### src/rtl/ram_arbiter.sv
// ram_arbiter: two-master round-robin arbiter in front of a single-port synchronous RAM.
//   clk, rst_n (async active-low)
//   a_req/a_we/a_addr/a_wdata -> a_gnt, a_rvalid, a_rdata  (master A)
//   b_req/b_we/b_addr/b_wdata -> b_gnt, b_rvalid, b_rdata  (master B)
//   ram_we/ram_addr/ram_din -> RAM, ram_dout <- RAM (1-cycle read latency)
//   RAM_ARB_STATS_EN: adds stats_clr input and saturating a_gnt_cnt/b_gnt_cnt outputs
module ram_arbiter #(
  parameter int ADDR_W = 4,
  parameter int DATA_W = 8
) (
  input  logic              clk,
  input  logic              rst_n,
  input  logic              a_req,
  input  logic              a_we,
  input  logic [ADDR_W-1:0] a_addr,
  input  logic [DATA_W-1:0] a_wdata,
  output logic              a_gnt,
  output logic              a_rvalid,
  output logic [DATA_W-1:0] a_rdata,
  input  logic              b_req,
  input  logic              b_we,
  input  logic [ADDR_W-1:0] b_addr,
  input  logic [DATA_W-1:0] b_wdata,
  output logic              b_gnt,
  output logic              b_rvalid,
  output logic [DATA_W-1:0] b_rdata,
  output logic              ram_we,
  output logic [ADDR_W-1:0] ram_addr,
  output logic [DATA_W-1:0] ram_din,
`ifdef RAM_ARB_STATS_EN
  input  logic              stats_clr,
  output logic [15:0]       a_gnt_cnt,
  output logic [15:0]       b_gnt_cnt,
`endif
  input  logic [DATA_W-1:0] ram_dout
);
  // prio = 0 favours A, 1 favours B under contention
  logic prio;
  assign a_gnt    = a_req & (~b_req | ~prio);
  assign b_gnt    = b_req & (~a_req | prio);
  assign ram_we   = a_gnt ? a_we : (b_gnt & b_we);
  assign ram_addr = a_gnt ? a_addr : b_gnt ? b_addr : '0;
  assign ram_din  = a_gnt ? a_wdata : b_gnt ? b_wdata : '0;
  // read data is only meaningful while the matching rvalid is high
  assign a_rdata  = ram_dout;
  assign b_rdata  = ram_dout;
  // the rvalid flops double as the read-owner record for the returning RAM word
  always_ff @(posedge clk or negedge rst_n)
    if (!rst_n) begin
      prio     <= 1'b0;
      a_rvalid <= 1'b0;
      b_rvalid <= 1'b0;
    end else begin
      prio     <= a_gnt ? 1'b1 : b_gnt ? 1'b0 : prio;
      a_rvalid <= a_gnt & ~a_we;
      b_rvalid <= b_gnt & ~b_we;
    end
`ifdef RAM_ARB_STATS_EN
  always_ff @(posedge clk or negedge rst_n)
    if (!rst_n) begin
      a_gnt_cnt <= '0;
      b_gnt_cnt <= '0;
    end else if (stats_clr) begin
      a_gnt_cnt <= '0;
      b_gnt_cnt <= '0;
    end else begin
      a_gnt_cnt <= (a_gnt && a_gnt_cnt != 16'hFFFF) ? a_gnt_cnt + 16'd1 : a_gnt_cnt;
      b_gnt_cnt <= (b_gnt && b_gnt_cnt != 16'hFFFF) ? b_gnt_cnt + 16'd1 : b_gnt_cnt;
    end
`endif
endmodule

### config.mk
export PLATFORM = sky130hd
export DESIGN_NAME = ram_arbiter
export DESIGN_NICKNAME = d
export VERILOG_FILES = /design/src/rtl/ram_arbiter.sv
export SDC_FILE = /design/constraint.sdc
export NUM_CORES = 1
export LEC_CHECK = 0
export CAP_MARGIN = 10
export CELL_PAD_IN_SITES_DETAIL_PLACEMENT = 1
export CELL_PAD_IN_SITES_GLOBAL_PLACEMENT = 2
export CORE_MARGIN = 2
export CORE_UTILIZATION = 10
export CTS_BUF_LIST = sky130_fd_sc_hd__clkbuf_2 sky130_fd_sc_hd__clkbuf_4 sky130_fd_sc_hd__clkbuf_8
export DETAILED_ROUTE_END_ITERATION = 7
export PLACE_DENSITY_LB_ADDON = 0.2
export SYNTH_ARGS = -nofsm -noshare
export SYNTH_HDL_FRONTEND = slang
export SYNTH_SLANG_ARGS = --single-unit
### constraint.sdc
create_clock -name clk -period 3.6 [get_ports clk]
set_clock_uncertainty 0.1 [all_clocks]
set_input_delay 0.9 -clock clk [delete_from_list [all_inputs] [get_ports clk]]
set_output_delay 0.9 -clock clk [all_outputs]
set_load 0.01 [all_outputs]
==> results.tsv <==
metric	value	unit
vias_per_cell	3.606	
rsz0062_at_grt	no	
dr.pass1.iters	3	
power.leakage	0.3287	nW
synth_compound_area_share	37.31	%
insertion_delay	0.21	ns
h-tree-depth	1	
path_delay_family	buffers and inverters	
port_buffers	46	
min_period	3.438	ns
synth_xor_xnor_area_share	0	%
hold_depth	1	
setup-violations-final	0	
cts_buffers	3	
drcViolationCount	0	
p_total	0.2661	mW
ioPinCount	71	
finish.instance_area	878.3	um2
fin_nets	116	
core	4029	um2
arrival	2.44	ns
post_cts_buffers	0	
mostFrequentLayoutCells	46 x clkdlybuf4s50_1, 13 x a32o_1, 3 x dfrtp_1, 3 x clkbuf_8, 2 x buf_4	
critPathCaptureType	output pin	
crit_buf_inv	3	
start_kind	primary input	
cts_root_buf	clkbuf_8	
final.fill_count	472	
postSynthAreaPerCell	9.748	um2
hpwl	1.308	mm
drtAntennaViolNets	0	
synthAdderAreaFrac	0	%
tns	0	ns
grt_pass1_wl	2.477	mm
start_util	10.40	%
slowest_delay	0.53	ns
synth-simple-area-share	8.657	%
antenna_found_initial	0	
netlist_instances	43	
hold_violations	0	
fin_util	21.80	%
synth_nets	81	
tritoncts	built	
avgRoutedWirePerCell	13.18	um
drt_iter0_drc	9	
ir_drop	0.08131	mV
row_count	23	
synthTopCellsByArea	a32o_1 31%, buf_4 29%, dfrtp_1 18%	
path_max_fanout	13	
path_cells	clkdlybuf4s50_1 > a21boi_4 > buf_12 > a32o_1 > clkdlybuf4s50_1	
postRouteWirelength	1.674	mm
critical_path_cell_count	5	
fmax	290.9	MHz
area_growth	109.6	%
synth_top_family_by_area	compound AO/OA/AOI/OAI gates	
dr_total_vias	458	
critical_path.slowest_cell	clkdlybuf4s50_1	
power_density	302.9	nW/um2
dieArea	4725	um2
maxCapViolCount	0	
grt_overflow	0	
crit_required	2.60	ns
synth.largest_area_cell	a32o_1	
ctsResizeCount	0	
clock_sinks	3	
dieWidth	68.74	um
synth-seq-cells	3	
cts_hold_buf	0	
period_share	95.49	%
min_path_type	reg -> reg	
synth_top_area_share	31.04	%
max_slew_margin	86.46	%
synth_mux_area_share	0	%
synth.distinct_cells	13	
clkTransAtPathRegs	0.03	ns
slew_violations	0	
n_antenna_cell	0	
gp_congestion	0.6808	
grt_usage	7.095	%
status	complete, no violations	
netlist_area	419.2	um2
dpl_cell_area	829.5	um2
yosysWarnings	0	
mostFrequentLayoutCell	clkdlybuf4s50_1	
path_common_cell	clkdlybuf4s50_1	
cts_buffer_depth	2	
critPathKind	in -> out	
grt_max_degree	15	
worstRegToRegCells	2	
worstMarginPinSlew	0.2027	ns
drive_above_1_share	11.69	%
first_global_vias	512	
die_y	68.74	um
ys_seq_area_share	17.91	%
==> logic make-up (layout without fill, tap and decap cells) <==
kind of cell / count (synthesis) / in the layout
buffers and inverters: 20 / 54
AO/OA/AOI/OAI: 15 / 15
flip-flops: 3 / 3
AND/OR/NAND/NOR: 5 / 5
==> layer usage <==
| layer | vias to the layer above | global-route usage (%) | part of all wire, % |
|---|---|---|---|
| met5 | - | 0 | 0 |
| met4 | 0 | 4.902 | 1.1 |
| met3 | 2 | 1.786 | 11 |
| met2 | 28 | 10.46 | 46 |
| met1 | 209 | 8.984 | 42 |
| li1 | 219 | - | - |
==> area by class of cell <==
type	instances	area (um2)	share of cell area [%]
Timing Repair Buffer	49	495.5	56.41
Inverter	1	3.754	0.4274
Clock buffer	4	48.80	5.556
Tap cell	50	62.56	7.123
Multi-Input combinational cell	20	192.7	21.94
Sequential cell	3	75.07	8.547
==> worst paths after layout <==
kind	start	to	slack [ns]
min	prio	prio	0.51
max in group asynchronous	rst_n	b_rvalid	2.50
min reg2reg	prio	prio	0.51
max	a_req	ram_din[5]	0.16
max reg2reg	prio	a_rvalid	2.65
min in group asynchronous	rst_n	a_rvalid	0.77
==> cells in the mapped netlist, drive strengths merged <==
library cell	n
buf	19
a32o	13
dfrtp	3
a21boi	1
a21o	1
and2b	1
inv	1
nand2b	1
nor2	1
nor2b	1
nor3	1
==> flip-flops by register name, indices dropped and copies added, names as in the netlist <==
name      flops
prio          1
b_rvalid      1
a_rvalid      1
==> through the flow <==
step / worst slack [ns] / hold WS (ns) / cells
detailed placement: 0.1555 / 0.4961 / 123
floorplan: 1.165 / 0.4480 / 43
finish: 0.1624 / 0.5057 / 127
global route: 0.08438 / 0.5543 / 127
CTS: 0.1538 / 0.5066 / 127
global placement: 0.1704 / 0.4906 / 123
==> report_power, final <==
part	switching, mW	internal [mW]	total (mW)
clock network	0.0217	0.0830	0.105
registers	0.00320	0.0370	0.0402
logic	0.0418	0.0793	0.121
Note: power is estimated with default switching activity, not from simulation.
